### src/rtl/game_pkg.sv
// Shared game constants, direction/state encodings and small helpers.
package game_pkg;

    localparam int SCREEN_W = 800;
    localparam int SCREEN_H = 600;
    localparam logic [11:0] TRANSPARENT = 12'hFFF;

    localparam int DIR_DOWN  = 0;
    localparam int DIR_UP    = 1;
    localparam int DIR_LEFT  = 2;
    localparam int DIR_RIGHT = 3;

    typedef enum logic [1:0] {
        ST_IDLE   = 2'd0,
        ST_MOVING = 2'd1,
        ST_GONE   = 2'd2
    } state_e;

    // Width of a frame index; at least one bit even for single-frame sprites.
    function automatic int frame_bits(input int frames);
        return (frames > 1) ? $clog2(frames) : 1;
    endfunction

endpackage

### src/rtl/sprite_pixel_pipe.sv
// Sprite box test, ROM address generation and the 1-cycle ROM alignment stage.
module sprite_pixel_pipe
    import game_pkg::*;
#(
    parameter int SPR_W = 22,
    parameter int SPR_H = 24,
    parameter int FRAMES = 2,
    localparam int ADDR_W = $clog2(SPR_W * SPR_H * FRAMES),
    localparam int FRAME_W = frame_bits(FRAMES)
) (
    input  logic                clk,
    input  logic                rst_n,
    input  logic [9:0]          col,
    input  logic [9:0]          row,
    input  logic signed [10:0]  pos_x,
    input  logic signed [10:0]  pos_y,
    input  logic [FRAME_W-1:0]  frame,
    input  logic                visible,
    output logic [ADDR_W-1:0]   rom_addr,
    input  logic [11:0]         rom_rgb,
    output logic                is_sprite,
    output logic [11:0]         sprite_rgb
);

    localparam logic [ADDR_W-1:0] ROW_SZ   = ADDR_W'(SPR_W);
    localparam logic [ADDR_W-1:0] FRAME_SZ = ADDR_W'(SPR_W * SPR_H);

    // 12-bit signed offsets: scan coordinates are 0..1023, positions -1024..1023.
    logic signed [11:0] off_x;
    logic signed [11:0] off_y;
    logic               in_box;
    logic               in_box_d;

    assign off_x = $signed({2'b00, col}) - $signed({pos_x[10], pos_x});
    assign off_y = $signed({2'b00, row}) - $signed({pos_y[10], pos_y});

    // Negative offsets lie left of / above the sprite and are outside the box.
    assign in_box = !off_x[11] && (int'(off_x) < SPR_W) &&
                    !off_y[11] && (int'(off_y) < SPR_H);

    // Address of the pixel inside the current animation frame.
    always_comb begin
        rom_addr = '0;
        if (in_box) begin
            rom_addr = ADDR_W'(off_x) + ADDR_W'(off_y) * ROW_SZ + ADDR_W'(frame) * FRAME_SZ;
        end
    end

    // Delay the box flag by one cycle so it lines up with the registered ROM data.
    always_ff @(posedge clk or negedge rst_n) begin
        if (!rst_n) begin
            in_box_d <= 1'b0;
        end else begin
            in_box_d <= in_box;
        end
    end

    // Transparency key and visibility gate applied to the aligned ROM pixel.
    always_comb begin
        is_sprite  = in_box_d && (rom_rgb != TRANSPARENT) && visible;
        sprite_rgb = in_box_d ? rom_rgb : 12'h000;
    end

endmodule

### src/rtl/trap_sprite.sv
// Moving trap sprite: waits for the kid to enter a trigger window, then slides
// off-screen; drives the shared pixel pipe and a registered kid-collision flag.
module trap_sprite
    import game_pkg::*;
#(
    parameter int INIT_X    = 0,
    parameter int INIT_Y    = 0,
    parameter int SPR_W     = 22,
    parameter int SPR_H     = 24,
    parameter int FRAMES    = 2,
    parameter int DIR       = 0,
    parameter int STEP      = 4,
    parameter int TRIG_AXIS = 0,
    parameter int TRIG_LO   = 0,
    parameter int TRIG_HI   = 1,
    parameter int KID_W     = 11,
    parameter int KID_H     = 21,
    localparam int ADDR_W   = $clog2(SPR_W * SPR_H * FRAMES)
) (
    input  logic              clk,
    input  logic              rst_n,
    input  logic              toggle_tick,
    input  logic              update_tick,
    input  logic              rearm,
    input  logic [9:0]        col,
    input  logic [9:0]        row,
    input  logic [9:0]        kid_x,
    input  logic [9:0]        kid_y,
    output logic [ADDR_W-1:0] rom_addr,
    input  logic [11:0]       rom_rgb,
    output logic              is_sprite,
    output logic [11:0]       sprite_rgb,
    output logic              kid_hit,
    output logic [1:0]        state
);

    localparam int FRAME_W = frame_bits(FRAMES);

    localparam int DX = (DIR == DIR_RIGHT) ? STEP : (DIR == DIR_LEFT) ? -STEP : 0;
    localparam int DY = (DIR == DIR_DOWN)  ? STEP : (DIR == DIR_UP)   ? -STEP : 0;

    localparam logic signed [10:0] INIT_X_S = 11'(INIT_X);
    localparam logic signed [10:0] INIT_Y_S = 11'(INIT_Y);
    localparam logic signed [10:0] DX_S     = 11'(DX);
    localparam logic signed [10:0] DY_S     = 11'(DY);
    localparam logic [FRAME_W-1:0] LAST_FRAME = FRAME_W'(FRAMES - 1);

    state_e                state_q, state_d;
    logic signed [10:0]    pos_x_q, pos_x_d;
    logic signed [10:0]    pos_y_q, pos_y_d;
    logic signed [10:0]    move_x, move_y;
    logic [FRAME_W-1:0]    frame_q;
    logic                  hit_q;
    logic                  triggered;
    logic                  off_screen;
    logic                  overlap;
    logic [9:0]            trig_val;

    assign move_x = pos_x_q + DX_S;
    assign move_y = pos_y_q + DY_S;

    assign off_screen = (int'(move_y) >= SCREEN_H) || (int'(move_y) + SPR_H <= 0) ||
                        (int'(move_x) >= SCREEN_W) || (int'(move_x) + SPR_W <= 0);

    assign trig_val  = (TRIG_AXIS != 0) ? kid_y : kid_x;
    assign triggered = (int'(trig_val) >= TRIG_LO) && (int'(trig_val) < TRIG_HI);

    // Strict overlap: boxes that only share an edge do not collide.
    assign overlap = (int'(kid_x) < int'(pos_x_q) + SPR_W) &&
                     (int'(kid_x) + KID_W > int'(pos_x_q)) &&
                     (int'(kid_y) < int'(pos_y_q) + SPR_H) &&
                     (int'(kid_y) + KID_H > int'(pos_y_q));

    // State and position registers.
    always_ff @(posedge clk or negedge rst_n) begin
        if (!rst_n) begin
            state_q <= ST_IDLE;
            pos_x_q <= INIT_X_S;
            pos_y_q <= INIT_Y_S;
        end else begin
            state_q <= state_d;
            pos_x_q <= pos_x_d;
            pos_y_q <= pos_y_d;
        end
    end

    // Next state and position; rearm overrides any game-logic step.
    always_comb begin
        state_d = state_q;
        pos_x_d = pos_x_q;
        pos_y_d = pos_y_q;
        if (rearm) begin
            state_d = ST_IDLE;
            pos_x_d = INIT_X_S;
            pos_y_d = INIT_Y_S;
        end else if (update_tick) begin
            unique case (state_q)
                ST_IDLE: begin
                    if (triggered) begin
                        state_d = ST_MOVING;
                    end
                end
                ST_MOVING: begin
                    pos_x_d = move_x;
                    pos_y_d = move_y;
                    if (off_screen) begin
                        state_d = ST_GONE;
                    end
                end
                ST_GONE: begin
                end
                default: begin
                    state_d = ST_IDLE;
                end
            endcase
        end
    end

    // Animation frame counter, free of the game-logic tick and of rearm.
    always_ff @(posedge clk or negedge rst_n) begin
        if (!rst_n) begin
            frame_q <= '0;
        end else if (toggle_tick) begin
            frame_q <= (frame_q == LAST_FRAME) ? '0 : frame_q + 1'b1;
        end
    end

    // Collision sampled once per game step against the pre-step position.
    always_ff @(posedge clk or negedge rst_n) begin
        if (!rst_n) begin
            hit_q <= 1'b0;
        end else if (rearm) begin
            hit_q <= 1'b0;
        end else if (update_tick) begin
            hit_q <= overlap && (state_q != ST_GONE);
        end
    end

    assign kid_hit = hit_q && (state_q != ST_GONE);
    assign state   = state_q;

    sprite_pixel_pipe #(
        .SPR_W  (SPR_W),
        .SPR_H  (SPR_H),
        .FRAMES (FRAMES)
    ) u_pipe (
        .clk        (clk),
        .rst_n      (rst_n),
        .col        (col),
        .row        (row),
        .pos_x      (pos_x_q),
        .pos_y      (pos_y_q),
        .frame      (frame_q),
        .visible    (state_q != ST_GONE),
        .rom_addr   (rom_addr),
        .rom_rgb    (rom_rgb),
        .is_sprite  (is_sprite),
        .sprite_rgb (sprite_rgb)
    );

endmodule
### config.mk
export PLATFORM = sky130hd
export DESIGN_NAME = trap_sprite
export DESIGN_NICKNAME = d
export VERILOG_FILES = /design/src/rtl/game_pkg.sv /design/src/rtl/sprite_pixel_pipe.sv /design/src/rtl/trap_sprite.sv
export SDC_FILE = /design/constraint.sdc
export NUM_CORES = 1
export LEC_CHECK = 0
export ABC_AREA = 1
export BUFFER_PORTS_ARGS = -buffer_cell sky130_fd_sc_hd__clkbuf_2
export CAP_MARGIN = 25
export CORE_ASPECT_RATIO = 1.25
export CORE_MARGIN = 10
export CORE_UTILIZATION = 56
export DETAILED_ROUTE_END_ITERATION = 10
export PLACE_DENSITY = 0.83
export SLEW_MARGIN = 20
export SYNTH_ARGS = -nofsm -noshare
export SYNTH_HDL_FRONTEND = slang
export SYNTH_SLANG_ARGS = --single-unit
### constraint.sdc
create_clock -name clk -period 6.5 [get_ports clk]
set_input_delay 0.65 -clock clk [delete_from_list [all_inputs] [get_ports clk]]
set_output_delay 0.65 -clock clk [all_outputs]
set_load 0.02 [all_outputs]
==> impl_metrics.json, run 1 <==
{
  "crit_fanout": 7,
  "synth_cell_types": 45,
  "grt_pass1_wl_mm": 15.4,
  "synthArstFlopShare_pct": 100,
  "status": "completed",
  "crit_buf_inv": 6,
  "drc": 0,
  "post-route-util_pct": 67.3,
  "synth_area_per_cell_sq_um": 6.55,
  "port_buffers": 83,
  "cp_top_family": "adder cells",
  "die_y_um": 109,
  "n_antenna_cell": 0,
  "clk_pin_slew_ns": 0.06,
  "synth_edf_count": 0,
  "postLayoutCellArea_sq_um": 4150,
  "ir_drop_v": 0.000276,
  "finClkSkew_ns": 0.00606,
  "grt_overflow": 0,
  "syn_nets": 675,
  "crit_required_ns": 5.85,
  "nets": 764,
  "holdCritPathClass": "in -> async",
  "synth_area_sq_um": 3560,
  "cts_tree": "built",
  "synthFlopType": "dfrtp_1",
  "power_leakage_nw": 2.54,
  "ys_ff_latch": 14,
  "antenna_found_initial": 0,
  "yosysTopAreaCell": "ha_1",
  "coreArea_sq_um": 6170,
  "power_density_nw_per_um2": 349,
  "yosys_warnings": 0,
  "ant_nets": 0,
  "synth_seq_area_share_pct": 9.83,
  "cts-htree-levels": 1,
  "grt_pass1_vias": 3749,
  "grt.total_usage_pct": 17.7,
  "synth_top_area_share_pct": 22.8,
  "syn_inst": 544,
  "crit_path_start_kind": "register",
  "crit_arrival_ns": 5.38,
  "fin_crit_sh_pct": 92.7,
  "vias": 3587,
  "grt_setup_unrepaired": "no",
  "syn_to_final_growth_pct": 16.5,
  "dr.pass1.iters": 4,
  "die_area_sq_um": 9980,
  "setup-tns-final_ns": 0,
  "io_pins": 84,
  "grt_max_degree": 15,
  "max_freq_mhz": 166,
  "cts_sinks": 14,
  "finalSetupViolations": 0,
  "dr.first_iter.drc_count": 92,
  "placed_area_sq_um": 4080,
  "cts_buffers": 3,
  "r2r_slack_ns": 4.28,
  "drv_slew": 0,
  "wl_per_cell_um": 12.2,
  "clock_latency_ns": 0.25,
  "slowest_stage": "fa_1",
  "final-hold-violation-count": 0,
  "yosysMostFrequentCell": "nand2_1",
  "period_needed_ns": 6.03,
  "pre_cts_slack_ns": 0.468,
  "via_per_inst": 5.01,
  "die_w_um": 91.4,
  "cts_root_buffer": "clkbuf_8",
  "start_util_pct": 57.8,
  "end_kind": "primary output",
  "drive_gt1_share_pct": 19.8,
  "gp_congestion": 0.897,
  "finalWorstSetupSlack_ns": 0.474,
  "synth_commonest_cells": "130 x nand2_1, 120 x inv_1, 65 x ha_1",
  "maxCapViolations": 0,
  "synthTopCellsByArea": "ha_1 23%, nand2_1 14%, inv_1 13%, dfrtp_1 9.8%, fa_1 5.1%",
  "slowest_delay_ns": 0.49,
  "crit_type": "reg -> out",
  "hpwl_mm": 7.84,
  "wirelength_mm": 8.75,
  "critPathMostFrequentCell": "nand2_1",
  "rows": 32,
  "max-clock-path-buffers": 2
}
==> registers in the layout (all words and copies together) (netlist names) <==
signal           count
state                2
hit_q                1
pos_y_q              9
u_pipe.in_box_d      1
frame_q              1
==> repair_timing <==
action	CTS	global route
endpoints found under the setup margin	0	1
setup buffers	0	2
resized for setup	0	9
hold buffers	0	0
==> worst paths after layout <==
check | from | endpoint | cells after the start
max | pos_y_q[3] | rom_addr[10] | 29
min | rst_n | hit_q | 1
max reg2reg | pos_y_q[4] | u_pipe.in_box_d | 10
min reg2reg | frame_q | frame_q | 1
max in group asynchronous | rst_n | pos_y_q[2] | 1
min in group clk | frame_q | frame_q | 1
==> per-stage QoR <==
stage                     hold slack, ns  power [mW]  std cells
after global placement             0.456        1.33        711
after floorplan                    0.354        1.14        544
after global routing               0.323        1.69        716
final                              0.309        1.45        716
after CTS                          0.318        1.46        714
after detailed placement           0.468        1.38        711
==> routing by layer <==
layer	vias to the layer above	global-route usage, %	wire length [um]
met5	-	0	0
met4	0	4.93	213
met3	19	2.34	232
met2	62	36.6	4950
met1	1603	17.8	3360
li1	1903	-	-
==> cell families (layout without fill, tap and decap cells) <==
group / after synthesis / count (layout) / share of synthesized area, %
AO/OA/AOI/OAI: 56 / 56 / 8.85
adder cells (fa/ha/maj): 74 / 74 / 27.9
XOR/XNOR: 27 / 27 / 7.06
AND/OR/NAND/NOR: 248 / 248 / 33.2
other: 2 / 2 / 0.211
buffers and inverters: 123 / 210 / 13.0
flip-flops: 14 / 14 / 9.83
==> area by class of cell <==
class	count	area, sq um
Timing Repair Buffer	85	433
Fill cell	580	2010
Sequential cell	14	353
Clock buffer	3	41.3
Tap cell	85	106
Multi-Input combinational cell	407	2760
Inverter	122	460
==> cells in the final DEF, fill, tap and decap left out, types with 3 or more instances in the layout <==
cell | synthesis | layout
xnor2_1 | 8 | 8
ha_1 | 65 | 63
o21ai_0 | 10 | 10
nand2_1 | 130 | 130
clkbuf_2 | 0 | 82
inv_1 | 120 | 118
nand2_4 | 4 | 4
nor3_2 | 5 | 5
nand4_1 | 12 | 12
nand2_2 | 4 | 4
nor2_2 | 7 | 7
nand3_1 | 33 | 33
clkbuf_8 | 0 | 3
fa_1 | 9 | 9
nor2_1 | 33 | 33
xor2_1 | 17 | 17
o22ai_1 | 8 | 8
a21oi_1 | 26 | 26
buf_4 | 0 | 3
dfrtp_1 | 14 | 12
o21ai_1 | 4 | 4
nor3_1 | 5 | 5
==> power by group <==
group	switching, mW	internal [mW]
registers	0.0128	0.0983
logic	0.760	0.508
clock network	0.0292	0.0410
Note: power is estimated with default switching activity, not from simulation.
==> run 2, diff against run 1 <==
--- a/config.mk
+++ b/config.mk
@@ -5,14 +5,14 @@
 export SDC_FILE = /design/constraint.sdc
 export NUM_CORES = 1
 export LEC_CHECK = 0
-export ABC_AREA = 1
+export ABC_AREA = 0
 export BUFFER_PORTS_ARGS = -buffer_cell sky130_fd_sc_hd__clkbuf_2
 export CAP_MARGIN = 25
 export CORE_ASPECT_RATIO = 1.25
 export CORE_MARGIN = 10
-export CORE_UTILIZATION = 56
+export CORE_UTILIZATION = 55
 export DETAILED_ROUTE_END_ITERATION = 10
-export PLACE_DENSITY = 0.83
+export PLACE_DENSITY = 0.82
 export SLEW_MARGIN = 20
 export SYNTH_ARGS = -nofsm -noshare
 export SYNTH_HDL_FRONTEND = slang
==> run 2 against run 1 <==
Effect of this change: sequential share of layout area up 0.54 points; setup slack better by 0.066 ns; cell area down 6.4%; total power down 38%; register-to-register slack worse by 0.96 ns; via count down 11%; core utilization down 0.95 points; non-clock buffer count down 1; first-iteration DRC count up 4.3%; combinational power down 43%; flip-flop and latch count unchanged.
==> impl_metrics.json, run 2 <==
{
  "postLayoutCellArea_sq_um": 3890,
  "crit_required_ns": 5.85,
  "cts_buffers": 3,
  "drive_gt1_share_pct": 22.3,
  "post_cts_buffers": 0,
  "yosysTopAreaCell": "ha_1",
  "routed.top_layer": "met4",
  "holdCritPathClass": "in -> async",
  "syn_nets": 549,
  "crit_arrival_ns": 5.31,
  "largest_reg_flops": 9,
  "clk_pin_slew_ns": 0.07,
  "max_freq_mhz": 168,
  "slowest_delay_ns": 0.46,
  "gp_congestion": 0.869,
  "io_pins": 84,
  "grt_overflow": 0,
  "wl_per_cell_um": 15.0,
  "cts-htree-levels": 1,
  "synth_edf_count": 0,
  "nFillCells": 504,
  "syn_inst": 418,
  "antenna_found_initial": 0,
  "power_density_nw_per_um2": 233,
  "rows": 31,
  "finalSetupViolations": 0,
  "via_per_inst": 5.50,
  "cts_resized": 0,
  "dr_wl_met2_mm": 4.88,
  "synthFlopType": "dfrtp_1",
  "grt_max_degree": 15,
  "synth_top_area_share_pct": 24.4,
  "hpwl_mm": 7.61,
  "fin_crit_sh_pct": 91.7,
  "nets": 630,
  "grt_pass1_vias": 3272,
  "holdWs_ns": 0.304,
  "wirelength_mm": 8.68,
  "period_needed_ns": 5.96,
  "dr.pass1.iters": 4,
  "yosys_warnings": 0,
  "maxCapViolations": 0,
  "synth_commonest_cells": "65 x ha_1, 48 x inv_1, 35 x nor2_1",
  "setup-tns-final_ns": 0,
  "cts_sinks": 14,
  "synthArstFlopShare_pct": 100,
  "top_register": "pos_y_q",
  "status": "completed",
  "placed_area_sq_um": 3820,
  "hold_buffers": 0,
  "synth_cell_types": 59,
  "port_buffers": 83,
  "crit_fanout": 7,
  "dr.first_iter.drc_count": 96,
  "wl_met3_um": 360,
  "cts_tree": "built",
  "final_cell_mix": "83 x clkbuf_2, 65 x ha_1, 48 x inv_1, 35 x nor2_1, 31 x xnor2_1",
  "layout_commonest_cell": "clkbuf_2",
  "drc": 0,
  "finClkSkew_ns": 0.00325,
  "finalWorstSetupSlack_ns": 0.541,
  "ant_nets": 0,
  "synthTopCellsByArea": "ha_1 24%, dfrtp_1 10%, xnor2_1 8.4%, fa_1 5.4%, inv_1 5.4%",
  "synth_seq_area_share_pct": 10.5,
  "grt.total_usage_pct": 18.0,
  "n_antenna_cell": 0,
  "clock_latency_ns": 0.25,
  "post-place-cells": 576,
  "ys_ff_latch": 14,
  "cts_root_buffer": "clkbuf_8",
  "slowest_stage": "dfrtp_1",
  "ir_drop_v": 0.000205,
  "crit_type": "reg -> out",
  "wl_met1_mm": 3.31,
  "die_area_sq_um": 9600,
  "vias": 3192,
  "crit_path_start_kind": "register",
  "power_leakage_nw": 1.92,
  "die_y_um": 107,
  "max-clock-path-buffers": 2,
  "final-hold-violation-count": 0,
  "yosysMostFrequentCell": "ha_1",
  "die_w_um": 89.7,
  "synth_area_sq_um": 3340,
  "synth_area_per_cell_sq_um": 7.99,
  "coreArea_sq_um": 5860,
  "grt_pass1_wl_mm": 14.4,
  "syn_to_final_growth_pct": 16.5,
  "drv_slew": 0,
  "grt_setup_unrepaired": "no",
  "fin_cells": 580,
  "start_util_pct": 57.0,
  "crit_path_cell_trace": "inv_1 > ha_1 > xnor2_1 > ha_1 > fa_1 > ha_1 > a21o_1 > a21oi_1 > o21bai_1 > a21oi_1 > xor2_1 > fa_1 > xor2_1 > xnor2_1 > a21oi_1 > a22oi_1 > xnor3_1 > xnor2_1 > nor3_1 > clkbuf_2",
  "end_kind": "primary output",
  "pre_cts_slack_ns": 0.693
}
[run 2: kinds of logic (layout without fill, tap and decap cells)]
kind of cell	after synthesis	in the layout	share of synthesized area (%)
simple gates	135	135	22.3
compound gates	92	92	18.4
fa+ha+maj	74	74	29.8
buf+inv	56	136	6.60
xor+xnor	45	45	12.2
flops	14	14	10.5
other cells	2	2	0.225
[run 2: worst max-delay path: cells and delay by family, from the launching register on]
| kind | cells | cell delay (ns) |
|---|---|---|
| flip-flops | 1 | 0.46 |
| AO/OA/AOI/OAI | 6 | 0.91 |
| XOR/XNOR | 6 | 1.26 |
| adder cells (fa/ha/maj) | 5 | 1.91 |
| AND/OR/NAND/NOR | 1 | 0.14 |
| buffers and inverters | 2 | 0.39 |
[run 2: layer usage]
metal | up-vias | global-route usage (%)
li1 | 1614 | -
met1 | 1498 | 19.0
met2 | 70 | 36.3
met3 | 10 | 2.27
met4 | 0 | 2.73
met5 | - | 0
[run 2: power breakdown]
group,switching [mW],internal [mW]
clock,0.0346,0.0537
sequential,0.00254,0.0906
combinational,0.385,0.339
[run 2: layout make-up]
cell class                      count  area [sq um]  area share (%)
Multi-Input combinational cell    348          2780            71.4
Timing Repair Buffer               84           423            10.9
Tap cell                           82           103            2.64
Inverter                           48           180            4.63
Clock buffer                        4          55.1            1.42
Sequential cell                    14           352            9.04
[run 2: stage by stage]
stage	total power [mW]	util [%]
6_report	0.905	66.4
5_1_grt	1.01	66.4
4_1_cts	0.909	66.2
3_5_place_dp	0.817	65.3
3_3_place_gp	0.791	65.3
2_1_floorplan	0.673	-
[run 2: worst paths after layout]
check | startpoint | end | slack [ns] | cells after the start
max in group asynchronous | rst_n | pos_y_q[2] | 5.91 | 1
hold reg to reg | frame_q | frame_q | 0.47 | 1
setup / recovery | pos_y_q[3] | rom_addr[10] | 0.54 | 20
min in group clk | frame_q | frame_q | 0.47 | 1
hold / removal | rst_n | hit_q | 0.30 | 1
setup reg to reg | pos_y_q[5] | u_pipe.in_box_d | 3.32 | 9
==> run 3, diff against run 2 <==
--- a/config.mk
+++ b/config.mk
@@ -6,13 +6,13 @@
 export NUM_CORES = 1
 export LEC_CHECK = 0
 export ABC_AREA = 0
-export BUFFER_PORTS_ARGS = -buffer_cell sky130_fd_sc_hd__clkbuf_2
 export CAP_MARGIN = 25
 export CORE_ASPECT_RATIO = 1.25
 export CORE_MARGIN = 10
-export CORE_UTILIZATION = 55
+export CORE_UTILIZATION = 60
 export DETAILED_ROUTE_END_ITERATION = 10
-export PLACE_DENSITY = 0.82
+export DONT_BUFFER_PORTS = 1
+export PLACE_DENSITY = 0.76
 export SLEW_MARGIN = 20
 export SYNTH_ARGS = -nofsm -noshare
 export SYNTH_HDL_FRONTEND = slang
==> run 3 against run 2 <==
Effect of this change: global-route usage increased by 0.28 points; first-iteration DRC count decreased by 11%; sequential power about the same; combinational power decreased by 5.0%; count of clock-buffer cells in the layout unchanged; largest cell class unchanged.
==> impl_metrics.json, run 3 (synthesis gave the netlist of run 2 again) <==
{
  "maxCapViolations": 0,
  "cts_tree": "built",
  "slowest_stage": "fa_1",
  "finalWorstSetupSlack_ns": 0.460,
  "drc": 0,
  "via_per_inst": 5.97,
  "slew_headroom_pct": 31.4,
  "pre_cts_slack_ns": 0.723,
  "clock_latency_ns": 0.25,
  "slowest_delay_ns": 0.54,
  "grt_max_degree": 15,
  "ant_nets": 0,
  "wl_per_cell_um": 17.2,
  "dr.first_iter.drc_count": 85,
  "nFillCells": 482,
  "cp_top_family": "adder cells",
  "n_antenna_cell": 0,
  "cp_num_cells": 22,
  "crit_type": "reg -> out",
  "power_leakage_nw": 1.57,
  "largest_reg_flops": 9,
  "final-hold-violation-count": 0,
  "finalSetupViolations": 0,
  "nets": 548,
  "finClkSkew_ns": 0.000614,
  "cts_buffers": 3,
  "cts_resized": 0,
  "wirelength_mm": 8.27,
  "layout_commonest_cell": "ha_1",
  "crit_arrival_ns": 5.39,
  "crit_path_cell_trace": "inv_1 > ha_1 > nand2_1 > o21ai_0 > xor2_1 > inv_1 > fa_1 > inv_1 > ha_1 > a21oi_1 > o21bai_1 > a21oi_1 > xor2_1 > fa_1 > xor2_1 > xnor2_1 > a21oi_1 > a22oi_1 > xnor3_1 > xnor2_1 > nor3_1 > buf_4",
  "drv_slew": 0,
  "end_kind": "primary output",
  "r2r_slack_ns": 3.37,
  "cts_sinks": 14,
  "grt.total_usage_pct": 18.3,
  "top_register": "pos_y_q",
  "die_w_um": 86.7,
  "fin_crit_sh_pct": 92.9,
  "status": "completed",
  "cts-htree-levels": 1,
  "r2r-start": "pos_y_q[5]",
  "dr.pass1.iters": 5,
  "crit_path_start": "pos_y_q[4]",
  "ff2ff_path_depth": 9,
  "period_needed_ns": 6.04,
  "coreArea_sq_um": 5410,
  "final_cell_mix": "65 x ha_1, 48 x inv_1, 35 x nor2_1, 32 x xnor2_1, 24 x a21oi_1",
  "crit_required_ns": 5.85,
  "drive_gt1_share_pct": 6.49,
  "io_pins": 84,
  "gp_congestion": 0.902,
  "post_cts_buffers": 0,
  "grt_pass1_wl_mm": 13.6,
  "grt_overflow": 0,
  "holdCritPathClass": "in -> async",
  "hpwl_mm": 7.20,
  "crit_path_start_kind": "register",
  "rows": 30,
  "clk_pin_slew_ns": 0.06,
  "crit_fanout": 8,
  "max-clock-path-buffers": 2,
  "grt_pass1_vias": 2934,
  "setup-tns-final_ns": 0,
  "syn_to_final_growth_pct": 3.30,
  "p_total_uw": 868,
  "hold_buffers": 0,
  "power_density_nw_per_um2": 252,
  "cts_root_buffer": "clkbuf_8",
  "grt_setup_unrepaired": "no",
  "worst_pin_slew_ns": 1.02,
  "max_freq_mhz": 166,
  "port_buffers": 0,
  "die_y_um": 103,
  "ir_drop_v": 0.000141,
  "vias": 2867,
  "antenna_found_initial": 0,
  "start_util_pct": 61.8,
  "crit_buf_inv": 4,
  "die_area_sq_um": 8970
}
[run 3: area by class of cell]
cell class | instances | area (sq um) | area share, %
clock buffer | 4 | 55.1 | 1.60
inverter | 48 | 180 | 5.22
multi-input combinational | 348 | 2770 | 80.3
sequential | 14 | 350 | 10.2
tap | 64 | 80.1 | 2.32
timing repair buffer | 2 | 15.0 | 0.435
[run 3: through the flow]
stage | instance area, sq um | util [%] | cells | hold WS (ns)
6_report | 3450 | 63.8 | 480 | 0.0912
5_1_grt | 3450 | 63.8 | 480 | 0.0775
4_1_cts | 3450 | 63.8 | 480 | 0.0856
3_5_place_dp | 3390 | 62.8 | 476 | 0.355
3_3_place_gp | 3390 | 62.8 | 476 | 0.355
2_1_floorplan | 3340 | - | 418 | 0.354
[run 3: routing by layer]
| layer | routed length (um) | vias up | track usage [%] |
|---|---|---|---|
| met5 | 0 | - | 0 |
| met4 | 211 | 0 | 5.62 |
| met3 | 320 | 14 | 2.59 |
| met2 | 4750 | 48 | 36.7 |
| met1 | 2990 | 1358 | 18.7 |
| li1 | - | 1447 | - |
[run 3: path summary, 6_finish.rpt]
kind | to
max | rom_addr[10]
min | hit_q
max reg2reg | u_pipe.in_box_d
min reg2reg | frame_q
max in group asynchronous | pos_y_q[3]
min in group clk | pos_y_q[10]
[run 3: worst register-to-register path, delay by kind of cell (launching register included)]
kind                       cells  cell delay, ns
and+or+nand+nor                3            1.24
AOI/OAI and AO/OA              4            0.68
adders and majority gates      1            0.44
DFF                            1            0.48
buffers and inverters          1            0.21
[run 3: power by group]
| part | leakage [nW] | internal [mW] | switching [mW] |
|---|---|---|---|
| logic | 1.35 | 0.327 | 0.362 |
| registers | 0.193 | 0.0906 | 0.00256 |
| clock network | 0.0288 | 0.0537 | 0.0333 |
